### config.mk
export PLATFORM = sky130hd
export DESIGN_NAME = inst_encoder
export DESIGN_NICKNAME = d
export VERILOG_FILES = /design/src/rtl/inst_encoder.sv
export SDC_FILE = /design/constraint.sdc
export NUM_CORES = 1
export LEC_CHECK = 0
export BUFFER_PORTS_ARGS = -buffer_cell sky130_fd_sc_hd__buf_4
export CORE_MARGIN = 2
export CORE_UTILIZATION = 46
export DETAILED_ROUTE_END_ITERATION = 8
export PLACE_DENSITY = 0.88
export SYNTH_ARGS = -nofsm -noshare
export SYNTH_HDL_FRONTEND = slang
export SYNTH_SLANG_ARGS = --single-unit
export TNS_END_PERCENT = 100
### constraint.sdc
create_clock -name clk -period 2 [get_ports clk]
set_clock_uncertainty 0.1 [all_clocks]
set_input_delay 0.1 -clock clk [delete_from_list [all_inputs] [get_ports clk]]
set_output_delay 0.1 -clock clk [all_outputs]
set_load 0.01 [all_outputs]
### src/rtl/inst_encoder.sv
// inst_encoder: pipelined RV32I immediate encoder (inverse of the immediate generator).
// Scatters a 32-bit immediate into the bit positions of the selected format, flags values
// that the format cannot represent, and streams finished words with a sequential address.
//
// Parameters:
//   ADDR_W  width of the output word-address counter (wraps at 2^ADDR_W)
//   STRICT  1: erroneous words are dropped in S1; 0: emitted with error flags set
//
// Ports:
//   clk, rst              clock; synchronous active-high reset
//   in_valid / in_ready   input handshake
//   immsel                one-hot format: 00001 I, 00010 S, 00100 B, 01000 J, 10000 U, 0 none
//   imm                   immediate value (byte offset for B/J, full value for U)
//   base                  instruction holding opcode/register/funct fields
//   addr_clr              zero the address counter (next cycle)
//   out_valid / out_ready output handshake
//   inst, out_addr        encoded instruction and its word address
//   imm_err, sel_err      immediate not representable / immsel not one-hot
//   err_count             saturating count of accepted erroneous words
module inst_encoder #(
  parameter int unsigned ADDR_W = 10,
  parameter int unsigned STRICT = 0
) (
  input  logic              clk,
  input  logic              rst,
  input  logic              in_valid,
  output logic              in_ready,
  input  logic [4:0]        immsel,
  input  logic [31:0]       imm,
  input  logic [31:0]       base,
  input  logic              addr_clr,
  output logic              out_valid,
  input  logic              out_ready,
  output logic [31:0]       inst,
  output logic [ADDR_W-1:0] out_addr,
  output logic              imm_err,
  output logic              sel_err,
  output logic [7:0]        err_count
);

  localparam logic StrictMode = (STRICT != 0);

  // Encoded input, computed combinationally and captured into S1.
  logic [31:0] enc_inst;
  logic        enc_imm_err;
  logic        enc_sel_err;

  always_comb begin
    enc_inst    = base;
    enc_imm_err = 1'b0;
    enc_sel_err = 1'b0;
    case (immsel)
      5'b00001: begin
        enc_inst    = {imm[11:0], base[19:0]};
        enc_imm_err = imm[31:11] != {21{imm[31]}};
      end
      5'b00010: begin
        enc_inst    = {imm[11:5], base[24:12], imm[4:0], base[6:0]};
        enc_imm_err = imm[31:11] != {21{imm[31]}};
      end
      5'b00100: begin
        enc_inst    = {imm[12], imm[10:5], base[24:12], imm[4:1], imm[11], base[6:0]};
        enc_imm_err = imm[0] | (imm[31:12] != {20{imm[31]}});
      end
      5'b01000: begin
        enc_inst    = {imm[20], imm[10:1], imm[11], imm[19:12], base[11:0]};
        enc_imm_err = imm[0] | (imm[31:20] != {12{imm[31]}});
      end
      5'b10000: begin
        enc_inst    = {imm[31:12], base[11:0]};
        enc_imm_err = imm[11:0] != 12'h000;
      end
      5'b00000: begin
        enc_inst = base;
      end
      default: begin
        // Ambiguous select: pass base through untouched, report only the select error.
        enc_sel_err = 1'b1;
      end
    endcase
  end

  // Stage 1 registers.
  logic        s1_valid_q;
  logic [31:0] s1_inst_q;
  logic        s1_imm_err_q;
  logic        s1_sel_err_q;

  logic accept;
  logic s2_free;
  logic s1_drop;
  logic s1_move;

  assign s2_free   = !out_valid || out_ready;
  assign in_ready  = !s1_valid_q || s2_free;
  assign accept    = in_valid && in_ready;
  // In strict mode an erroneous word never needs S2 space: it is discarded from S1.
  assign s1_drop   = s1_valid_q && StrictMode && (s1_imm_err_q || s1_sel_err_q);
  assign s1_move   = s1_valid_q && !s1_drop && s2_free;

  always_ff @(posedge clk) begin
    if (rst) begin
      s1_valid_q   <= 1'b0;
      s1_inst_q    <= '0;
      s1_imm_err_q <= 1'b0;
      s1_sel_err_q <= 1'b0;
      out_valid    <= 1'b0;
      inst         <= '0;
      imm_err      <= 1'b0;
      sel_err      <= 1'b0;
      out_addr     <= '0;
      err_count    <= '0;
    end else begin
      if (accept) begin
        s1_valid_q   <= 1'b1;
        s1_inst_q    <= enc_inst;
        s1_imm_err_q <= enc_imm_err;
        s1_sel_err_q <= enc_sel_err;
      end else if (s1_move || s1_drop) begin
        s1_valid_q <= 1'b0;
      end

      if (s1_move) begin
        out_valid <= 1'b1;
        inst      <= s1_inst_q;
        imm_err   <= s1_imm_err_q;
        sel_err   <= s1_sel_err_q;
      end else if (out_ready) begin
        out_valid <= 1'b0;
      end

      // Clear beats a coincident handshake increment.
      if (addr_clr) begin
        out_addr <= '0;
      end else if (out_valid && out_ready) begin
        out_addr <= out_addr + ADDR_W'(1);
      end

      if (accept && (enc_imm_err || enc_sel_err) && (err_count != 8'hFF)) begin
        err_count <= err_count + 8'd1;
      end
    end
  end

endmodule
Word-level counts from Yosys, hierarchy flattened

Index checks and enable logic that the tools add are counted.

Register bits: 88
Bits of input ports: 74
Output and inout bits: 54
Logic and storage cells: 47

Add/subtract/negate cells: 2
Equality and inequality tests: 9
Multiplexer cells: 7
Bitwise gates (word level): 2
Reduce and logical (&&, ||, !) cells: 17

Operators by type and width:

| kind                                                            | number |
|---|---|
| 32-bit case mux with 5 select lines                             | 1 |
| 20-bit inequality test                                          | 1 |
| 19-bit inequality test                                          | 1 |
| 12-bit nonzero test                                             | 1 |
| 11-bit inequality test                                          | 1 |
| 10-bit by 1-bit adder with 10-bit output, second input constant | 1 |
| 8-bit by 1-bit adder with 8-bit output, second input constant   | 1 |
| 8-bit inequality test, second input constant                    | 1 |
| 6-bit OR reduction                                              | 1 |
| 5-bit by 1-bit == test with 1-bit output, second input constant | 1 |
| 5-bit by 2-bit == test with 1-bit output, second input constant | 1 |
| 5-bit by 3-bit == test with 1-bit output, second input constant | 1 |
| 5-bit by 4-bit == test with 1-bit output, second input constant | 1 |
| 5-bit == test, second input constant                            | 1 |
| 1-bit logical AND                                               | 5 |
| 5-bit zero test                                                 | 1 |
| 1-bit two-way mux                                               | 5 |
| 1-bit case mux with 4 select lines                              | 1 |
| 2-bit nonzero test                                              | 2 |
| 2-bit OR reduction                                              | 2 |
| 1-bit logical OR                                                | 3 |
| 1-bit zero test                                                 | 2 |
| 1-bit OR                                                        | 2 |

Logic depth before layout (Yosys ltp)

Gate-level depths: netlist of the first run.

Depth in word-level cells: 6
Mapped depth: 8
Mapped depth without buffers: 7

Worst setup path after synthesis of the first run

OpenSTA, ideal clock, no wires.

Kind: input-to-reg
From: input immsel[0]
To: register err_count[0]
Setup time: 0.123 ns
Arrival: 1.813 ns
Required time: 1.777 ns
Setup slack: -0.036 ns
Cell stages on the path: 8
Buffers on the path: 1
Path through: buf_2 or3_4 nor3b_4 nand2_1 o21a_1 o2111ai_4 and3_1 mux2_1

Cells in the longest elaborated chain, start to end: 6
Elaborated cells between the ends (all ways): 13
Classes of those cells: eq/ne (5); mux (2); reduce/logical (6)

Ends and longest elaborated chain:

| element                                                                        | line | text |
|---|---|---|
| from (decl)                                                                    | 28   | `input logic [4:0] immsel,` |
| 5-bit by 2-bit == test with 1-bit output (tied with other cells)               | 52   | `case (immsel)` |
| 2-bit OR reduction (no line) / 6-bit OR reduction (equally long branches)      | n/a  |  |
| 1-bit case mux with 4 select lines / 1-bit two-way mux (equally long branches) | 52   |  |
| 1-bit logical OR *                                                             | 139  | `if (accept && (enc_imm_err \|\| enc_sel_err) && (err_count != 8'hFF)) begin` |
| 1-bit logical AND * (2 in a row)                                               | 139  |  |
| to (signal assigned)                                                           | 140  | `err_count <= err_count + 8'd1;` |
| to (decl)                                                                      | 38   | `output logic [7:0] err_count` |

Every way passes the cells marked *; elsewhere a longest branch is shown, timed or not.
A chain may end at the register's enable or synchronous reset.

Worst setup path after layout of the first run

From: input imm[24]
To: register err_count[4]

Cells in the longest elaborated chain, start to end: 6
Elaborated cells between the ends (all ways): 9
Classes of those cells: eq/ne (3); mux (1); bitwise (2); reduce/logical (3)

Ends and longest elaborated chain:

| element                                                                 | line   | text |
|---|---|---|
| from (decl)                                                             | 29     | `input logic [31:0] imm,` |
| 19-bit inequality test / 11-bit inequality test (equally long branches) | 63, 67 |  |
| 1-bit OR, on equally long branches                                      | 63, 67 |  |
| 1-bit case mux with 4 select lines *                                    | 52     |  |
| 1-bit logical OR *                                                      | 139    |  |
| 1-bit logical AND * (2 in a row)                                        | 139    |  |

Marked as above.

==> metrics.yaml, run 1 <==
clocking:
  cts.clk_slew.worst_paths_ns: 0.08
  cts_buffers: 9
  clk_latency_ns: 0.35
  h-tree-depth: 3
  clock_sinks: 88
  clockRootBuffer: "clkbuf_8"
  clk_path_buf_depth: 2
  cts_tree: "done"
synth:
  avgSynthCellArea_um2: 8.209
  syn-num-nets: 559
  synth_cells: 483
  yosysWarnings: 0
  yosysSeqAreaShare: 0.4443
  synthDistinctLibCells: 48
  synth_edf_count: 0
  synthFlopType: "dfxtp_1"
  synth_seq_cells: 88
  async_flop_share: 0
  netlist_area_um2: 3965
outcome:
  outcome: "finished, final reports clean"
routing:
  drtIter0Drc: 228
  finalWirelength_um: 11380
  dr.pass1.iters: 5
  vias: 4061
  drc: 0
  ant_nets: 0
  wl_per_cell_um: 15.32
  routed_via_density: 5.466
timing:
  worstMarginPinSlew_ns: 0.6182
  fin_hold_ws_ns: 0.02621
  final.min_clock_period_ns: 1.875
  slew_viol_final: 0
  finalSetupViolations: 0
  min_period_over_period: 0.9375
  fin_ws_ns: 0.1249
  setup_tns_ns: 0
  max_freq_mhz: 533.3
  hold_viol_final: 0
  rsz0062_at_grt: "no"
  relSlewSlack: 0.5879
power:
  p_leak_nw: 2.358
  power_density_nw_per_um2: 682.8
  vdd_drop_max_mv: 0.4027
worst_setup_path:
  endpoint_kind: "flip-flop"
  start_kind: "input port"
  r2r_end: "s1_inst_q[28]"
  crit_type: "in -> reg"
  worstPathArrival_ns: 2.01
  cp.required_ns: 2.14
  path_buf_inv: 1
  r2r_start: "out_valid"
  cp_slowest_stage_delay_ns: 0.54
  cp_max_fo: 7
  reg2reg_depth: 7
  reg2reg_slack_ns: 0.16
  cp_slowest_cell: "or4_1"
  crit_family: "simple AND/OR/NAND/NOR gates"
  crit_chain: "buf_4 > or4_1 > mux2i_1 > and3_1 > nand2b_1 > o2111ai_4 > and4bb_1 > mux2_4"
worst_hold_path:
  hold_end: "s1_inst_q[16]"
  hold_path_class: "in -> reg"
  hold_depth: 3
  hp-start: "base[16]"
place:
  place_congestion: 0.9249
  dp_slack_ns: -0.2151
  placed_area_um2: 5131
  place.detailed.hpwl_um: 8256
  numPortBuffers: 127
grt:
  antenna_found_initial: 0
  grt_max_degree: 60
  groute.layer.met2.usage: 0.4119
  grt_busiest_layer: "met2"
  grt_pass1_wl_um: 17820
  overflow: 0
  grt_usage: 0.2296
  use_met3: 0.04118
  grt_pass1_vias: 3923
  use_met1: 0.2708
final_layout:
  final_common_cell: "buf_4"
  diodes: 0
  final_cell_mix: "150 x buf_4, 96 x nand2_1, 88 x dfxtp_1"
  final_layout_size_suffix_gt1_frac: 0.2790
  fin_nets: 710
  post-route-util: 0.6701
  area_growth_syn_to_layout_pct: 40.26
  finalInstanceArea_um2: 5562
flow_run:
  drv_cap: 0
die:
  die_w_um: 96.84
  design.core.area_um2: 8299
  ios: 128
  start_util: 0.4778
  fp-row-count: 33
  die-area_um2: 9378
  die_y_um: 96.84
[how the worst max path moves through the flow]
stage / start / endpoint / cells after the start
after floorplan: immsel[0] / err_count[4] / 8
after CTS: out_ready / err_count[7] / 8
after global routing: imm[24] / err_count[4] / 8
final: imm[24] / err_count[4] / 8
after global placement: imm[24] / err_count[5] / 8
after detailed placement: imm[24] / err_count[4] / 8
[cell families after synthesis]
kind of cell / Yosys count / synth area share
muxes: 22 / 0.05932
DFF: 88 / 0.4443
buffers and inverters: 35 / 0.03724
and+or+nand+nor: 227 / 0.2692
adders and majority gates: 3 / 0.008835
AOI/OAI and AO/OA: 97 / 0.1568
xor gates and xnor gates: 11 / 0.02430
[tightest hold or removal path, delay by kind of cell]
family / cells / cell delay, ns
compound gates: 1 / 0.09
buf+inv: 1 / 0.11
mux: 1 / 0.13
[report_power, final]
part | leakage, nW | switching (mW) | total (mW) | internal [mW]
Combinational | 1.53 | 0.288 | 0.584 | 0.296
Sequential | 0.720 | 0.0470 | 1.88 | 1.83
Clock | 0.106 | 0.632 | 1.34 | 0.706
Total | 2.36 | 0.966 | 3.80 | 2.83
[per-layer routing]
layer / routed length, µm / vias to the layer above
met5: 0 / -
met4: 193 / 0
met3: 689 / 17
met2: 5825 / 188
met1: 4670 / 1863
li1: - / 1993
[cells in the mapped netlist (2+ instances only)]
library cell	count	area share
nand2_1	96	0.091
dfxtp_1	88	0.44
a21oi_1	61	0.077
nor2_1	53	0.050
clkbuf_1	25	0.024
mux2i_1	16	0.040
nor3_1	14	0.018
a211oi_1	13	0.025
nand3_1	11	0.014
a221o_1	10	0.025
nor2b_1	10	0.016
and3_1	7	0.011
xor2_1	7	0.015
nand4_1	6	0.0095
nor4_1	6	0.0095
nand2b_1	5	0.0079
buf_2	4	0.0050
mux2_1	4	0.011
xnor2_1	4	0.0088
and2_1	3	0.0047
or4_1	3	0.0057
a311oi_1	2	0.0044
and4_1	2	0.0044
and4bb_1	2	0.0063
buf_1	2	0.0019
ha_1	2	0.0063
inv_1	2	0.0019
mux2_4	2	0.0076
nand3b_1	2	0.0038
o21a_1	2	0.0038
o22ai_1	2	0.0032
[flip-flops by register name, indices dropped and copies added, names as in the netlist]
register,cells
inst,32
s1_inst_q,32
out_addr,10
err_count,8
imm_err,1
out_valid,1
s1_imm_err_q,1
s1_sel_err_q,1
s1_valid_q,1
sel_err,1
[timing repair]
item / 4_1_cts / 5_1_grt
endpoints found under the setup margin: 0 / 1
hold buffers: 20 / 1
setup buffers: 0 / 0
endpoints found under the hold margin: 20 / 1
resized for setup: 0 / 1
[metrics by stage]
| step | total power [mW] | instances |
|---|---|---|
| 2_1_floorplan | 2.176 | 483 |
| 3_3_place_gp | 2.435 | 707 |
| 3_5_place_dp | 2.457 | 707 |
| 4_1_cts | 3.811 | 742 |
| 5_1_grt | 3.942 | 743 |
| 6_report | 3.798 | 743 |
[final cells by class]
cell class	count	area, µm²
inverter	2	7.507
clock inverter	6	93.84
clock buffer	9	123.9
multi-input combinational	360	2067
tap	105	131.4
timing repair buffer	173	1376
fill	653	2738
sequential	88	1762
No activity file was read; power rests on OpenSTA's default activity.
==> inputs of run 2 (changes only) <==
Settings changed: CORE_UTILIZATION 46 to 50, GPL_TIMING_DRIVEN set to 0, PLACE_DENSITY 0.88 to 0.91.
Clock period 2 ns to 1.75 ns, I/O delays scaled along.
==> metrics.yaml, run 2 (synthesis gave the netlist of run 1 again) <==
routing:
  drc: 0
  dr.pass1.iters: 6
  wl_per_cell_um: 15.74
  drtIter0Drc: 177
  finalWirelength_um: 11840
  ant_nets: 0
  routed_via_density: 5.592
  vias: 4205
power:
  vdd_drop_max_mv: 0.5706
  power.switching_mw: 1.128
  pwr-share-clk: 0.328
  seq_power_share: 0.508
  p_leak_nw: 2.370
  combPwrFrac: 0.164
  power_density_nw_per_um2: 751.4
  internal-power_mw: 3.103
  p_sw_frac: 0.2666
clocking:
  cts_buffers: 9
  clk_latency_ns: 0.35
  cts_tree: "done"
  h-tree-depth: 3
  clk_path_buf_depth: 2
  clockRootBuffer: "clkbuf_8"
  cts.clk_slew.worst_paths_ns: 0.09
  clock_sinks: 88
die:
  fp-row-count: 32
  die_w_um: 93.05
  ios: 128
  start_util: 0.5158
  design.core.area_um2: 7687
  die_y_um: 93.05
  die-area_um2: 8658
timing:
  worstMarginPinSlew_ns: 0.7879
  relSlewSlack: 0.4699
  final.min_clock_period_ns: 1.881
  min_period_over_period: 1.075
  fin_ws_ns: -0.1306
  rsz0062_at_grt: "yes"
  hold_viol_final: 0
  slew_viol_final: 0
  max_freq_mhz: 531.7
  finalSetupViolations: 7
place:
  place.detailed.hpwl_um: 8495
  place_congestion: 0.9378
  placed_area_um2: 5047
  numPortBuffers: 124
  placed_cells: 709
  dp_slack_ns: -0.4913
final_layout:
  final_layout_size_suffix_gt1_frac: 0.2877
  fill_cells: 606
  top_regs: "inst (32), s1_inst_q (32), out_addr (10)"
  final_common_cell: "buf_4"
  fin_nets: 721
  diodes: 0
  finalInstanceArea_um2: 5630
  finalNonFillerCells: 752
  post-route-util: 0.7324
  area_growth_syn_to_layout_pct: 42.00
  final_cell_mix: "127 x buf_4, 95 x nand2_1, 87 x dfxtp_1"
worst_setup_path:
  cp_slowest_cell: "or4_4"
  cp.required_ns: 1.90
  path_buf_inv: 1
  cp_slowest_stage_delay_ns: 0.52
  endpoint_kind: "flip-flop"
  cp_max_fo: 8
  crit_chain: "buf_8 > or4_4 > mux2i_1 > and3_1 > and3_4 > o2111ai_4 > and4bb_1 > mux2_4"
  crit_type: "in -> reg"
  worstPathArrival_ns: 2.04
  start_kind: "input port"
  crit_family: "simple AND/OR/NAND/NOR gates"
outcome:
  violations: "setup timing"
  outcome: "complete, but fails checks"
flow_run:
  drv_cap: 0
grt:
  overflow: 0
  grt_usage: 0.2697
  antenna_found_initial: 0
  grt_max_degree: 16
  grt_pass1_vias: 3988
  grt_pass1_wl_um: 18510
worst_hold_path:
  hold_path_class: "in -> reg"
-- run 2: cell types whose count changed in the layout (fill, tap and decap cells not counted), moves of 3 or more --
| cell | before | now |
|---|---|---|
| clkbuf_1 | 0 | 12 |
| mux2_1 | 4 | 1 |
| a211oi_2 | 0 | 6 |
| dlygate4sd3_1 | 21 | 24 |
| buf_4 | 150 | 127 |
| a211oi_1 | 13 | 7 |
| clkbuf_2 | 0 | 8 |
| buf_6 | 0 | 4 |
| buf_2 | 0 | 3 |
| mux2_4 | 2 | 5 |
| buf_8 | 0 | 3 |
-- run 2: power groups by stage --
stage	combinational (mW)	sequential [mW]	clock, mW
after global routing	0.752	2.16	1.49
after floorplan	0.300	2.19	0
final	0.694	2.15	1.39
after global placement	0.575	2.19	0
after detailed placement	0.595	2.19	0
after CTS	0.658	2.15	1.40
-- run 2: worst register-to-register path: stages, from the launching register on --
cell and delay [ns]:
dfxtp_1 0.42, nand3_1 0.14, nor2_1 0.15, nand4_1 0.22
and3_1 0.26, nand3_1 0.09, mux2_1 0.32
-- run 2: area by class of cell --
class / count / area [µm²] / share of cell area
Multi-Input combinational cell: 360 / 2135 / 0.3791
Sequential cell: 88 / 1763 / 0.3131
Timing Repair Buffer: 153 / 1235 / 0.2193
Buffer: 31 / 167.7 / 0.02978
Clock buffer: 10 / 127.6 / 0.02267
Tap cell: 102 / 127.6 / 0.02267
Clock inverter: 6 / 67.56 / 0.01200
Inverter: 2 / 7.507 / 0.001333
-- run 2: per-layer routing --
layer	vias up	share of wire	routed length (µm)	track usage
li1	2013	-	-	-
met1	1947	0.40	4774	0.3315
met2	218	0.49	5823	0.4626
met3	27	0.079	930	0.05560
met4	0	0.026	309	0.1066
met5	-	0	0	0
-- run 2: final timing paths --
path	to	cells past startpoint	slack (ns)	start
setup / recovery	err_count[5]	8	-0.13	imm[29]
hold / removal	s1_inst_q[14]	3	0.02	base[14]
setup reg to reg	err_count[7]	6	-0.05	err_count[4]
hold reg to reg	inst[20]	2	0.35	s1_inst_q[20]
-- run 2: through the flow --
step	power [mW]	setup TNS (ns)	hold slack, ns
2_1_floorplan	2.491	-0.9165	0.1049
4_1_cts	4.204	-0.2015	0.003525
6_report	4.231	-0.6214	0.01769
3_3_place_gp	2.763	-6.405	0.2165
5_1_grt	4.399	-1.100	0.01542
3_5_place_dp	2.788	-7.781	0.2293
-- run 2: timing repair --
action,4_1_cts,5_1_grt
setup buffers,3,2
endpoints found under the hold margin,23,0
setup endpoints to repair,50,60
gates resized for setup,17,27
hold buffers,24,0
pin swaps,4,5
